[src/rtl/riscv_dift_tag_ex_unit.sv]
// DIFT EX-stage tag unit: programmable per-mode tag propagation,
// masked tag checks, PC / load-address tags and tag exception FSM.
// Ports:
//   cfg_*                     policy, mask and clear controls
//   tag_*_i, check_*_i, ...   ID/EX tag operands and EX controls
//   rf_*/data_* tag outputs   RF / LSU tag write ports
//   pc_tag_o, rs1_tag_wb_o    registered PC tag and WB load-address tag
//   exc_*                     tag exception handshake and status
module riscv_dift_tag_ex_unit #(
  parameter int TAG_WIDTH  = 4,
  parameter int MODE_WIDTH = 2,
  parameter int CNT_WIDTH  = 8
) (
  input  logic                         clk,
  input  logic                         rst_n,
  input  logic [MODE_WIDTH-1:0]        mode_i,
  input  logic [TAG_WIDTH-1:0]         tag_a_i,
  input  logic [TAG_WIDTH-1:0]         tag_b_i,
  input  logic [TAG_WIDTH-1:0]         tag_c_i,
  input  logic                         check_s1_i,
  input  logic                         check_s2_i,
  input  logic                         check_d_i,
  input  logic                         register_set_i,
  input  logic                         rf_we_i,
  input  logic                         data_we_i,
  input  logic                         load_i,
  input  logic                         branch_taken_i,
  input  logic                         ex_valid_i,
  input  logic                         wb_ready_i,
  input  logic                         cfg_we_i,
  input  logic [2*(2**MODE_WIDTH)-1:0] cfg_policy_i,
  input  logic [TAG_WIDTH-1:0]         cfg_mask_i,
  input  logic                         cfg_clear_i,
  output logic [TAG_WIDTH-1:0]         rf_wdata_tag_o,
  output logic                         rf_we_tag_o,
  output logic [TAG_WIDTH-1:0]         data_wdata_tag_o,
  output logic                         data_we_tag_o,
  output logic [TAG_WIDTH-1:0]         pc_tag_o,
  output logic [TAG_WIDTH-1:0]         rs1_tag_wb_o,
  output logic                         exc_req_o,
  output logic [2:0]                   exc_cause_o,
  input  logic                         exc_ack_i,
  output logic                         exc_overrun_o,
  output logic [CNT_WIDTH-1:0]         exc_count_o
);

  localparam int NUM_MODES = 2**MODE_WIDTH;
  localparam int PW        = 2*NUM_MODES;

  typedef enum logic {IDLE, REQ} state_e;

  state_e                 state_q, state_d;
  logic [PW-1:0]          policy_q, policy_d;
  logic [TAG_WIDTH-1:0]   mask_q, mask_d;
  logic [TAG_WIDTH-1:0]   pc_tag_q, pc_tag_d;
  logic [TAG_WIDTH-1:0]   rs1_tag_q, rs1_tag_d;
  logic [2:0]             cause_q, cause_d;
  logic                   ovr_q, ovr_d;
  logic [CNT_WIDTH-1:0]   cnt_q, cnt_d;

  logic [1:0]             op;
  logic                   op_en;
  logic [TAG_WIDTH-1:0]   res;
  logic [2:0]             viol;
  logic                   evt;

  // wb_ready_i does not gate the WB tag: it only moves with a valid EX load
  logic unused_wb_ready;
  assign unused_wb_ready = wb_ready_i;

  always_comb begin
    op    = policy_q[{mode_i, 1'b0} +: 2];
    op_en = (op != 2'b00);
    res   = '0;
    unique case (op)
      2'b00: res = '0;
      2'b01: res = tag_a_i | tag_b_i;
      2'b10: res = tag_a_i & tag_b_i;
      2'b11: res = tag_a_i;
    endcase
  end

  assign rf_wdata_tag_o   = register_set_i ? '1 : res;
  assign rf_we_tag_o      = register_set_i | (rf_we_i & op_en);
  assign data_wdata_tag_o = res;
  assign data_we_tag_o    = data_we_i & op_en;

  // loaded data carries its own tag, so the result check is skipped
  assign viol = {check_d_i & ~load_i & |(res & mask_q),
                 check_s2_i & |(tag_b_i & mask_q),
                 check_s1_i & |(tag_a_i & mask_q)};
  assign evt  = ex_valid_i & |viol;

  always_comb begin
    state_d   = state_q;
    policy_d  = policy_q;
    mask_d    = mask_q;
    pc_tag_d  = pc_tag_q;
    rs1_tag_d = rs1_tag_q;
    cause_d   = cause_q;
    ovr_d     = ovr_q;
    cnt_d     = cnt_q;

    if (cfg_we_i) begin
      policy_d = cfg_policy_i;
      mask_d   = cfg_mask_i;
    end

    if (ex_valid_i && branch_taken_i)
      pc_tag_d = (tag_c_i != '0) ? tag_c_i : res;

    if (ex_valid_i && load_i)
      rs1_tag_d = tag_a_i;

    unique case (state_q)
      IDLE: begin
        if (evt) begin
          state_d = REQ;
          cause_d = viol;
        end
      end
      REQ: begin
        if (evt)
          ovr_d = 1'b1;
        if (exc_ack_i)
          state_d = IDLE;
      end
      default: state_d = IDLE;
    endcase

    if (evt && cnt_q != '1)
      cnt_d = cnt_q + CNT_WIDTH'(1);

    if (cfg_clear_i) begin
      pc_tag_d = '0;
      cnt_d    = '0;
      ovr_d    = 1'b0;
    end
  end

  always_ff @(posedge clk or negedge rst_n) begin
    if (!rst_n) begin
      state_q   <= IDLE;
      policy_q  <= {NUM_MODES{2'b01}};
      mask_q    <= '1;
      pc_tag_q  <= '0;
      rs1_tag_q <= '0;
      cause_q   <= '0;
      ovr_q     <= 1'b0;
      cnt_q     <= '0;
    end else begin
      state_q   <= state_d;
      policy_q  <= policy_d;
      mask_q    <= mask_d;
      pc_tag_q  <= pc_tag_d;
      rs1_tag_q <= rs1_tag_d;
      cause_q   <= cause_d;
      ovr_q     <= ovr_d;
      cnt_q     <= cnt_d;
    end
  end

  assign pc_tag_o      = pc_tag_q;
  assign rs1_tag_wb_o  = rs1_tag_q;
  assign exc_req_o     = (state_q == REQ);
  assign exc_cause_o   = cause_q;
  assign exc_overrun_o = ovr_q;
  assign exc_count_o   = cnt_q;

endmodule

[config.mk]
export PLATFORM = sky130hd
export DESIGN_NAME = riscv_dift_tag_ex_unit
export DESIGN_NICKNAME = d
export VERILOG_FILES = /design/src/rtl/riscv_dift_tag_ex_unit.sv
export SDC_FILE = /design/constraint.sdc
export NUM_CORES = 1
export LEC_CHECK = 0
export ABC_CLOCK_PERIOD_IN_PS = 5260
export CAP_MARGIN = 20
export CORE_AREA = 2 2 77 79
export CTS_BUF_LIST = sky130_fd_sc_hd__clkbuf_4 sky130_fd_sc_hd__clkbuf_8
export DETAILED_ROUTE_END_ITERATION = 6
export DIE_AREA = 0 0 79 81
export SLEW_MARGIN = 20
export SYNTH_ARGS = -nofsm -noshare
export SYNTH_HDL_FRONTEND = slang
export SYNTH_SLANG_ARGS = --single-unit
[constraint.sdc]
create_clock -name clk -period 5.26 [get_ports clk]
set_input_delay 1.052 -clock clk [delete_from_list [all_inputs] [get_ports clk]]
set_output_delay 1.052 -clock clk [all_outputs]
set_load 0.005 [all_outputs]
==> results.ini, run 1 <==
[timing]
hold_violations=0
tightestPinTransition_ns=0.6034
relSlewSlack=0.5940
fin_hold_ws_ns=0.4865
tns_ns=0
fin_ws_ns=0.6051
min_period_ns=4.655
post-route-period-util=0.8850
clock_skew_ns=0.003113
setup_viol=0
grt_setup_unrepaired=false
slew_violations=0
fmax_mhz=214.8

[synthesis]
synth.most_common_cell=dfrtp_1
ys_seq_elements=33
syn_avg_cell_area_um2=10.71
ys_top_cells_by_area=dfrtp_1 (37%), dfstp_2 (13%), mux2_2 (11%)
async_flop_share=1.000
synth_ff_type=dfrtp_1
synthesis.area_mm2=0.001682
ys_types=35
yosys-top-cells-count=dfrtp_1 (25), nand2_1 (21), mux2_2 (16)
netlist.top_cell.by_area=dfrtp_1
yosysWarnings=0
synth_top_area_frac=0.3720
synth_cells=157
synth_edf_count=0
synth_fp_nets=199
seq_area_frac_synth=0.4970

[grt]
grt_pass1_wl_mm=7.217
grt_usage=0.1461
antenna_found_initial=0
first_global_vias=1490
overflow=0
grt_max_degree=34

[hold_path]
worstHoldEndpoint=exc_cause_o[0]
whs_path_depth=2
hold_class=reg2reg
hold_start=exc_cause_o[0]

[flow_run]
maxCapViolCount=0

[drt]
drt_iter0_markers=62
drt-met1-wl_mm=1.886
drcViolationCount=0
wl_met3_um=395
maxUsedRoutingLayer=met4
dr_total_vias=1512
via_per_inst=4.893
met2_length_mm=1.932
wl_per_cell_um=13.83
routed_wirelength_mm=4.273
ant_nets=0
drt_first_pass_iters=4

[clocking]
cts_hold_buf=0
clk_pin_slew_ns=0.06
ctsHtreeMaxLevel=2
cts_buffers=5
clk_path_buf_depth=2
clock-root-buffer=clkbuf_8
cts_num_sinks=33
cts_setup_buffers=0
cts_tree=done
clock_latency_ns=0.28
cts.repair.resized=0

[layout]
synthToLayoutAreaGrowth_pct=53.27
final_cell_count_no_fill=309
final_layout_size_suffix_gt1_frac=0.2009
n_antenna_cell=0
finalNetCount=275

[setup_path]
critPathLaunchType=input port
end_kind=primary output
r2r_cells=7
critPathArrivalTime_ns=3.60
timing.rr.start=policy_q[5]
r2r_slack_ns=2.70
r2r_end=exc_count_o[6]
cp.required_ns=4.21
crit_fanout=9
path_class=in2out

[pwr]
power_density_mw_per_mm2=272.4
p_leak_nw=1.041
ir_drop_mv=0.1350

[floorplan]
die_x_um=79
dieArea_mm2=0.006399
initial_core_util=0.2963
io_pins=72
die_y_um=81
rows=28
core_mm2=0.005675

[placed_design]
post-place-ws_ns=0.5934
dp_hpwl_mm=3.320
portBuffers=70
gp_congestion=0.7503
dp.cells=301

[status]
status=finished, final reports clean

[kinds of logic (layout without fill, tap and decap cells)]
logic type / Yosys count / count (layout) / synth area share
xor+xnor: 2 / 2 / 0.01042
fa+ha+maj: 1 / 1 / 0.007439
mux: 19 / 19 / 0.1414
simple gates: 53 / 53 / 0.1481
flops: 33 / 33 / 0.4970
compound gates: 44 / 44 / 0.1845
buf+inv: 5 / 82 / 0.01116
[stage by stage]
step / cell area, um2 / total power [mW] / utilization
6_report: 2577 / 0.7021 / 0.4541
5_1_grt: 2577 / 0.7461 / 0.4541
4_1_cts: 2577 / 0.7146 / 0.4541
3_5_place_dp: 2476 / 0.4986 / 0.4363
3_3_place_gp: 2476 / 0.4967 / 0.4363
2_1_floorplan: 1682 / 0.3852 / -
[area by class of cell]
cell class / instances / area (um2)
Multi-Input combinational cell: 119 / 827.0
Tap cell: 75 / 93.84
Clock inverter: 1 / 5.005
Fill cell: 555 / 3098
Inverter: 3 / 11.26
Timing Repair Buffer: 71 / 708.2
Clock buffer: 7 / 96.34
Sequential cell: 33 / 835.8
[where the power goes]
group	leakage, nW	internal [mW]	total [mW]	switching [mW]
registers	0.407	0.285	0.304	0.0185
logic	0.580	0.115	0.188	0.0726
clock network	0.0542	0.118	0.211	0.0924
[flip-flops by register name, indices dropped and copies added, names as in the netlist]
name,count
exc_count_o,8
exc_overrun_o,1
rs1_tag_wb_o,4
exc_req_o,1
exc_cause_o,3
policy_q,8
pc_tag_o,4
mask_q,4
[layer usage]
metal  vias to the layer above  GRT usage
met5                         -          0
met4                         0    0.05172
met3                         6    0.06222
met2                        60     0.2153
met1                       720     0.1923
li1                        726          -
[how the worst max path moves through the flow]
stage | startpoint | to
after global routing | mode_i[0] | rf_wdata_tag_o[0]
after floorplan | mode_i[0] | rf_wdata_tag_o[0]
after global placement | mode_i[0] | rf_wdata_tag_o[3]
final | mode_i[0] | rf_wdata_tag_o[0]
after CTS | mode_i[0] | rf_wdata_tag_o[0]
after detailed placement | mode_i[0] | rf_wdata_tag_o[0]
[worst max-delay path, cell delays in order]
cell and delay [ns]:
clkdlybuf4s50_1 0.53, mux4_4 0.74, and2b_2 0.27, a22o_1 0.29, or2_2 0.28, clkdlybuf4s50_1 0.45
[cells in the final DEF, fill, tap and decap left out, drive strengths merged, types with 3 or more instances in the layout]
master	synthesis	final
nor2	10	10
a21o	4	4
nand2	21	21
o21ai	13	13
nand3	7	7
inv	3	3
a21oi	14	14
clkbuf	1	7
dfstp	8	8
clkdlybuf4s50	0	70
or3	4	4
or2	4	4
mux2	16	16
a22o	5	5
dfrtp	25	25
(Power assumes the default switching activity.)
==> run 2, diff against run 1 <==
Settings changed: GPL_ROUTABILITY_DRIVEN set to 0.
==> results of run 2 <==
Final layout, timing and power as in run 1 (identical DEF).
==> run 3, diff against run 2 <==
Settings changed: SKIP_CTS_REPAIR_TIMING set to 1.
==> results of run 3 <==
Final layout, timing and power as in run 1 (identical DEF).
